**config.mk**
```make
export PLATFORM = sky130hd
export DESIGN_NAME = pipe_hazard_ctrl
export DESIGN_NICKNAME = d
export VERILOG_FILES = /design/src/rtl/pipe_hazard_ctrl.sv
export SDC_FILE = /design/constraint.sdc
export NUM_CORES = 1
export LEC_CHECK = 0
export BUFFER_PORTS_ARGS = -buffer_cell sky130_fd_sc_hd__buf_4
export CORE_ASPECT_RATIO = 1.1
export CORE_MARGIN = 4
export CORE_UTILIZATION = 40
export DETAILED_ROUTE_END_ITERATION = 8
export GPL_TIMING_DRIVEN = 0
export HOLD_SLACK_MARGIN = 0.06
export PLACE_DENSITY = 0.67
export SYNTH_ARGS = -nofsm -noshare
export SYNTH_HDL_FRONTEND = slang
export SYNTH_SLANG_ARGS = --single-unit
```
**constraint.sdc**
```tcl
create_clock -name clk -period 4 [get_ports clk]
set_input_delay 0.4 -clock clk [delete_from_list [all_inputs] [get_ports clk]]
set_output_delay 0.4 -clock clk [all_outputs]
set_load 0.03 [all_outputs]
```
**src/rtl/pipe_hazard_ctrl.sv**
```systemverilog
// Pipeline sequencer for the 5-stage RV32I core: RAW hazard stalls, branch flushes,
// memory-wait holds and registered EX forwarding selects (forwarding under PIPE_HAZARD_FWD_EN).
module pipe_hazard_ctrl #(
  parameter int unsigned RFIDX_W = 5,
  parameter int unsigned CNT_W   = 32
) (
  input  logic               clk,
  input  logic               rst_n,
  input  logic               id_valid,
  input  logic [RFIDX_W-1:0] id_rs1_index,
  input  logic [RFIDX_W-1:0] id_rs2_index,
  input  logic               id_uses_rs1,
  input  logic               id_uses_rs2,
  input  logic               id_jalr,
  input  logic               ex_reg_write,
  input  logic               ex_mem_read,
  input  logic [RFIDX_W-1:0] ex_rd_index,
  input  logic               m_reg_write,
  input  logic               m_mem_read,
  input  logic [RFIDX_W-1:0] m_rd_index,
  input  logic               wb_reg_write,
  input  logic [RFIDX_W-1:0] wb_rd_index,
  input  logic               bxx_taken,
  input  logic               mem_busy,
  output logic               pc_stall,
  output logic               ifid_stall,
  output logic               idex_bubble,
  output logic               ifid_flush,
  output logic               bxx_flush,
  output logic               pipe_hold,
  output logic [1:0]         fwd_a_sel,
  output logic [1:0]         fwd_b_sel,
  output logic [CNT_W-1:0]   stall_cycles
);

  typedef enum logic [1:0] {
    S_RUN,
    S_STALL,
    S_FLUSH,
    S_HOLD
  } state_e;

  state_e             state_q, state_d;
  logic               flush_pend_q, flush_pend_d;
  logic [CNT_W-1:0]   stall_cycles_q, stall_cycles_d;

  logic pc_stall_c, ifid_stall_c, idex_bubble_c, ifid_flush_c, bxx_flush_c, pipe_hold_c;
  logic hazard, jalr_haz;
  logic ex_rs1, ex_rs2, m_rs1, m_rs2;

  function automatic logic rf_match(input logic               wr,
                                    input logic [RFIDX_W-1:0] rd,
                                    input logic [RFIDX_W-1:0] rs,
                                    input logic               uses,
                                    input logic               valid);
    return valid & wr & (rd != '0) & (rd == rs) & uses;
  endfunction

  assign ex_rs1 = rf_match(ex_reg_write, ex_rd_index, id_rs1_index, id_uses_rs1, id_valid);
  assign ex_rs2 = rf_match(ex_reg_write, ex_rd_index, id_rs2_index, id_uses_rs2, id_valid);
  assign m_rs1  = rf_match(m_reg_write,  m_rd_index,  id_rs1_index, id_uses_rs1, id_valid);
  assign m_rs2  = rf_match(m_reg_write,  m_rd_index,  id_rs2_index, id_uses_rs2, id_valid);

  // JALR reads rs1 in ID, so no forward path can cover an EX/M producer.
  assign jalr_haz = id_jalr & (ex_rs1 | m_rs1);

`ifdef PIPE_HAZARD_FWD_EN
  logic unused_ok;
  assign unused_ok = ^{m_mem_read, wb_reg_write, wb_rd_index};
  assign hazard    = ex_mem_read & (ex_rs1 | ex_rs2);
`else
  logic unused_ok;
  logic wb_rs1, wb_rs2;
  assign unused_ok = ^{m_mem_read, ex_mem_read};
  assign wb_rs1    = rf_match(wb_reg_write, wb_rd_index, id_rs1_index, id_uses_rs1, id_valid);
  assign wb_rs2    = rf_match(wb_reg_write, wb_rd_index, id_rs2_index, id_uses_rs2, id_valid);
  assign hazard    = ex_rs1 | ex_rs2 | m_rs1 | m_rs2 | wb_rs1 | wb_rs2;
`endif

  always_comb begin
    state_d        = state_q;
    flush_pend_d   = flush_pend_q;
    stall_cycles_d = stall_cycles_q;
    pc_stall_c     = 1'b0;
    ifid_stall_c   = 1'b0;
    idex_bubble_c  = 1'b0;
    ifid_flush_c   = 1'b0;
    bxx_flush_c    = 1'b0;
    pipe_hold_c    = 1'b0;

    if (mem_busy) begin
      state_d      = S_HOLD;
      pipe_hold_c  = 1'b1;
      pc_stall_c   = 1'b1;
      ifid_stall_c = 1'b1;
      flush_pend_d = flush_pend_q | bxx_taken;
    end else if (bxx_taken || flush_pend_q) begin
      state_d       = S_FLUSH;
      ifid_flush_c  = 1'b1;
      idex_bubble_c = 1'b1;
      bxx_flush_c   = 1'b1;
      flush_pend_d  = 1'b0;
    end else if ((state_q != S_FLUSH) && (hazard || jalr_haz)) begin
      state_d       = S_STALL;
      pc_stall_c    = 1'b1;
      ifid_stall_c  = 1'b1;
      idex_bubble_c = 1'b1;
      if (stall_cycles_q != '1) begin
        stall_cycles_d = stall_cycles_q + CNT_W'(1);
      end
    end else begin
      state_d = S_RUN;
    end
  end

  always_ff @(posedge clk or negedge rst_n) begin
    if (!rst_n) begin
      state_q        <= S_RUN;
      flush_pend_q   <= 1'b0;
      stall_cycles_q <= '0;
    end else begin
      state_q        <= state_d;
      flush_pend_q   <= flush_pend_d;
      stall_cycles_q <= stall_cycles_d;
    end
  end

  assign pc_stall     = rst_n & pc_stall_c;
  assign ifid_stall   = rst_n & ifid_stall_c;
  assign idex_bubble  = rst_n & idex_bubble_c;
  assign ifid_flush   = rst_n & ifid_flush_c;
  assign bxx_flush    = rst_n & bxx_flush_c;
  assign pipe_hold    = rst_n & pipe_hold_c;
  assign stall_cycles = stall_cycles_q;

`ifdef PIPE_HAZARD_FWD_EN
  logic [1:0] fwd_a_sel_q, fwd_a_sel_d;
  logic [1:0] fwd_b_sel_q, fwd_b_sel_d;

  function automatic logic [1:0] fwd_pick(input logic ex_hit, input logic m_hit);
    return ex_hit ? 2'b01 : (m_hit ? 2'b10 : 2'b00);
  endfunction

  // The slot entering EX after a flush is a killed NOP, so it never forwards.
  always_comb begin
    fwd_a_sel_d = fwd_a_sel_q;
    fwd_b_sel_d = fwd_b_sel_q;
    if (!pipe_hold_c) begin
      if (idex_bubble_c || (state_q == S_FLUSH)) begin
        fwd_a_sel_d = '0;
        fwd_b_sel_d = '0;
      end else begin
        fwd_a_sel_d = fwd_pick(ex_rs1 & ~ex_mem_read, m_rs1);
        fwd_b_sel_d = fwd_pick(ex_rs2 & ~ex_mem_read, m_rs2);
      end
    end
  end

  always_ff @(posedge clk or negedge rst_n) begin
    if (!rst_n) begin
      fwd_a_sel_q <= '0;
      fwd_b_sel_q <= '0;
    end else begin
      fwd_a_sel_q <= fwd_a_sel_d;
      fwd_b_sel_q <= fwd_b_sel_d;
    end
  end

  assign fwd_a_sel = fwd_a_sel_q;
  assign fwd_b_sel = fwd_b_sel_q;
`else
  assign fwd_a_sel = '0;
  assign fwd_b_sel = '0;
`endif

endmodule
```
==> flow_summary.toml, run 1 <==
[pwr]
p_sw_uw = 198
p_int_uw = 618
seqPwrFrac_pct = 44.3
peakVddDrop_v = 0.000192
p_comb_share_pct = 14.6
power_density_nw_per_um2 = 284
swShare_pct = 24.2
p_leak_nw = 1.44
clkPwrFrac_pct = 41.1

[worst_setup_path]
crit_type = "in2out"
endpoint_kind = "primary output"
critPathLaunchType = "input port"
worst-path-max-fanout = 4
critical_path_required_ps = 3600
cp.arrival_ps = 2460

[detailed_routing]
drt_iter0_markers = 63
dr.pass1.iters = 4
vias = 1808
via_per_inst = 4.99
postRouteAntennaNets = 0
routedWlPerCell_um = 14.0
drt_wl_total_um = 5060
drc = 0

[clocking]
cts_num_sinks = 35
clkLatencyLatePin_ps = 290
path_clk_slew_ps = 70
cts_buffers = 5
cts.repair.resized = 0
postCtsSetupRepairBufs = 0
ctsHoldBuffers = 0
tritoncts = "built"
clockBufferDepth = 2
h-tree-depth = 2
cts_root_buf = "clkbuf_8"

[die]
num_rows = 27
start_util_pct = 42.0
dieHeight_um = 84.5
die_area_sq_um = 6550
core_area_sq_um = 5070
die_width_um = 77.5
io_pins = 80

[timing]
finalCritPeriodShare_pct = 71.6
max_clock_freq_mhz = 349
setup_tns_ps = 0
fin_crit_ps = 2860
whs_ps = 55.2
rsz0062_at_grt = "no"
finalSetupViolCount = 0
maxSlewViolCount = 0
slew_headroom_pct = 64.4
finalHoldViolCount = 0
worstMarginPinSlew_ps = 532
skew_ps = 6.40

[synth]
synth_top_area_cell = "dfrtp_1"
synth_flop_cell = "dfrtp_1"
yosysWarnings = 0
synth_cells = 221
synth_area_sq_um = 2130
ys_ff_latch = 35
synth_edf_count = 0
synth_area_leaders = "dfrtp_1 (41%), xnor2_1 (13%), xor2_1 (12%)"
synth.distinct_cells = 35
yosysMostFrequentCell = "dfrtp_1"
ys_seq_area_share_pct = 41.2
synthTopCellsByCount = "dfrtp_1 (35), xnor2_1 (32), xor2_1 (29), nor2_1 (23), nand2_1 (18)"
async_reset_ff_share_pct = 100
avgSynthCellArea_sq_um = 9.62
synth_top_area_share_pct = 41.2

[global_route]
grt_usage_pct = 16.3
overflow = 0
grt_pass1_vias = 1855
grt_pass1_wl_um = 8710
grt_max_degree = 39
antenna_found_initial = 0

[placement]
dp.cells = 354
io_buffers = 72
routabilityCongestion = 0.865
placed_area_sq_um = 2750
post-dp-hpwl_um = 3960

[flow_run]
maxCapViolCount = 0

[layout]
area_delta_synth_final_pct = 34.9
finalInstanceArea_sq_um = 2870
fin_cells = 362
n_antenna_cell = 0
final_nets = 342
drive_gt1_share_pct = 30.9

[status]
status = "completed"

[hold_path]
hold_path_class = "in2async"
==> per-layer routing <==
metal	share of wire (%)	GRT usage, %
met1	43	20.6
met2	49	26.6
met3	6.4	4.94
met4	1.3	5.18
met5	0	0
==> logic make-up (layout without fill, tap and decap cells) <==
group,Yosys count,count (layout),share of synthesized area [%]
compound gates,9,9,4.06
xor+xnor,61,61,25.1
fa+ha+maj,1,1,0.588
buf+inv,15,95,4.65
flops,35,35,41.2
mux,1,1,0.529
other cells,1,4,0.176
simple gates,98,98,23.7
==> final timing paths <==
kind                             startpoint                to  slack (ps)  depth (start not counted)
setup / recovery              m_rd_index[1]          pc_stall        1140                         10
hold / removal                        rst_n   stall_cycles[3]          60                          1
setup reg to reg            stall_cycles[0]   stall_cycles[1]        1540                          7
hold reg to reg            stall_cycles[17]  stall_cycles[17]         490                          1
max in group asynchronous             rst_n  stall_cycles[14]        3610                          1
min in group clk                   mem_busy        state_q[0]         340                          2
==> cell type report <==
type                            count  area, sq um
Tap cell                           58         72.6
Buffer                             10         80.1
Sequential cell                    35          876
Inverter                            5         18.8
Clock inverter                      2         35.0
Multi-Input combinational cell    174         1160
Timing Repair Buffer               72          541
Clock buffer                        6         82.6
Fill cell                         475         2200
==> through the flow <==
step | total power, mW | setup WS (ps) | utilization, %
after floorplan | 0.427 | 1410 | -
after global placement | 0.487 | 1120 | 54.3
after detailed placement | 0.488 | 1120 | 54.3
after CTS | 0.826 | 1120 | 56.6
after global routing | 0.854 | 1040 | 56.6
final | 0.815 | 1140 | 56.6
==> worst max-delay path: stages <==
cell      delay (ps)
buf_4            130
or4_1            520
o211ai_1         220
nor2_1            80
a31oi_1          230
a32oi_2          200
a21o_1           230
and2_1           180
buf_4            130
buf_4            160
==> sequential cells by signal (all words and copies together), names as in the netlist <==
| name | cells |
|---|---|
| state_q | 2 |
| flush_pend_q | 1 |
| stall_cycles | 32 |
==> power groups by stage <==
stage,clock (mW),combinational (mW),sequential [mW]
floorplan,0,0.0551,0.372
global placement,0,0.119,0.368
detailed placement,0,0.120,0.368
CTS,0.344,0.121,0.361
global route,0.361,0.131,0.362
finish,0.335,0.119,0.361
==> placed cells by master, fill, tap and decap left out, drive strengths merged, types with 3 or more instances in the layout <==
cell,n
and3,5
and2,3
conb,4
nand3,15
nand4,8
xor2,29
o211ai,3
dfrtp,35
or4,3
nor3,9
and4,4
nand2,18
nor4,6
buf,81
clkbuf,7
inv,5
xnor2,32
nor2,24
Power figures use the tool's default switching activity.
==> run 2: changes to the inputs <==
==> constraint.sdc (replaced) <==
create_clock -name clk -period 3 [get_ports clk]
set_input_delay 0.3 -clock clk [delete_from_list [all_inputs] [get_ports clk]]
set_output_delay 0.3 -clock clk [all_outputs]
set_load 0.03 [all_outputs]
==> run 2 against run 1 <==
Compared with the run above: sequential power rose by 34%; combinational power rose by 34%; worst setup slack got worse by 800 ps; sequential cell count did not move; clock-buffer cell count did not move; utilization rose by 0.20 points; final area rose by 0.35%; first-iteration DRC count fell by 24%; largest power group unchanged.
==> flow_summary.toml, run 2 (synthesized netlist as in run 1, its figures left out) <==
[timing]
max_clock_freq_mhz = 375
whs_ps = 242
worstMarginPinSlew_ps = 540
finalCritPeriodShare_pct = 88.8
setup_ws_ps = 336
finalHoldViolCount = 0
rsz0062_at_grt = "no"
setup_tns_ps = 0
slew_headroom_pct = 63.9
maxSlewViolCount = 0
fin_crit_ps = 2660
skew_ps = 6.15
finalSetupViolCount = 0

[clocking]
clockBufferDepth = 2
cts_root_buf = "clkbuf_8"
ctsHoldBuffers = 1
path_clk_slew_ps = 70
cts_num_sinks = 35
h-tree-depth = 2
tritoncts = "built"
postCtsSetupRepairBufs = 0
cts_buffers = 5
cts.repair.resized = 0
clkLatencyLatePin_ps = 290

[detailed_routing]
routedWlPerCell_um = 13.9
drc = 0
postRouteAntennaNets = 0
drt_iter0_markers = 48
vias = 1817
drt_wl_total_um = 5060
dr.pass1.iters = 4
via_per_inst = 5.01

[pwr]
p_total_mw = 1.09
p_leak_nw = 1.44
peakVddDrop_v = 0.000257
power_density_nw_per_um2 = 378

[die]
die_area_sq_um = 6550
core_area_sq_um = 5070
start_util_pct = 42.0
die_width_um = 77.5
io_pins = 80
num_rows = 27
dieHeight_um = 84.5

[hold_path]
min-delay-start = "mem_busy"
hold_path_depth = 2
hold_path_class = "in2reg"
min_to = "state_q[0]"

[worst_setup_path]
r2r-start = "stall_cycles[0]"
crit_type = "in2out"
critPathSlowestCell = "or4_1"
worst-path-stages = 10
endpoint_kind = "primary output"
cpPeakStageDelay_ps = 520
critical_path_required_ps = 2700
r2r_slack_ps = 530
critical-path-top-delay-family = "compound AO/OA/AOI/OAI gates"
path_cells = "buf_4 -> or4_1 -> o211ai_1 -> nor2_1 -> a31oi_1 -> a32oi_2 -> a21o_1 -> and2_1 -> buf_4 -> buf_4"
cp.arrival_ps = 2360
reg2reg_to = "stall_cycles[1]"
crit_buf_inv = 3
reg2reg_depth = 7
critPathLaunchType = "input port"
cpMostUsedCell = "buf_4"
worst-path-max-fanout = 4

[layout]
drive_gt1_share_pct = 30.8
final_nets = 343
fillCellCount = 477
layout_commonest_cell = "buf_4"
n_antenna_cell = 0
largest_register_ffs = 32
final_cell_mix = "buf_4 (78), dfrtp_1 (35), xnor2_1 (32)"
area_delta_synth_final_pct = 35.4
fin_cells = 363

[flow_run]
maxCapViolCount = 0

[global_route]
grt_pass1_vias = 1855
grt_max_degree = 39
grt_usage_pct = 16.3
antenna_found_initial = 0
grt_pass1_wl_um = 8740
overflow = 0

[placement]
io_buffers = 72
dp.cells = 354
routabilityCongestion = 0.865
dp_slack_ps = 318
post-dp-hpwl_um = 3960

[status]
status = "completed"
## run 2: where the power goes
group          leakage, nW  internal, mW  switching, mW  total, mW
clock network       0.0612         0.269          0.178      0.447
logic                0.911        0.0789         0.0810      0.160
registers            0.470         0.477        0.00489      0.482
total                 1.44         0.824          0.264       1.09
## run 2: area by class of cell
type / instances / area, sq um / share of cell area, %
Inverter: 5 / 18.8 / 0.652
Sequential cell: 35 / 876 / 30.4
Timing Repair Buffer: 73 / 551 / 19.1
Clock buffer: 6 / 82.6 / 2.87
Multi-Input combinational cell: 174 / 1160 / 40.4
Clock inverter: 2 / 35.0 / 1.22
Buffer: 10 / 80.1 / 2.78
Tap cell: 58 / 72.6 / 2.52
## run 2: how the worst max path moves through the flow
stage,from,endpoint
after CTS,m_rd_index[1],pc_stall
final,m_rd_index[1],pc_stall
after global routing,m_rd_index[1],pc_stall
after detailed placement,m_rd_index[1],pc_stall
after floorplan,m_rd_index[1],pc_stall
after global placement,m_rd_index[1],pc_stall
## run 2: per-stage QoR
step	instance area, sq um	util, %
after floorplan	2140	-
after global placement	2750	54.3
after detailed placement	2750	54.3
after CTS	2880	56.8
after global routing	2880	56.8
final	2880	56.8
## run 2: layer usage
metal | GRT usage [%] | up-vias | routed length (um)
met1 | 20.7 | 852 | 2200
li1 | - | 904 | -
met2 | 26.6 | 52 | 2470
met4 | 5.18 | 0 | 68
met3 | 4.94 | 9 | 324
met5 | 0 | - | 0
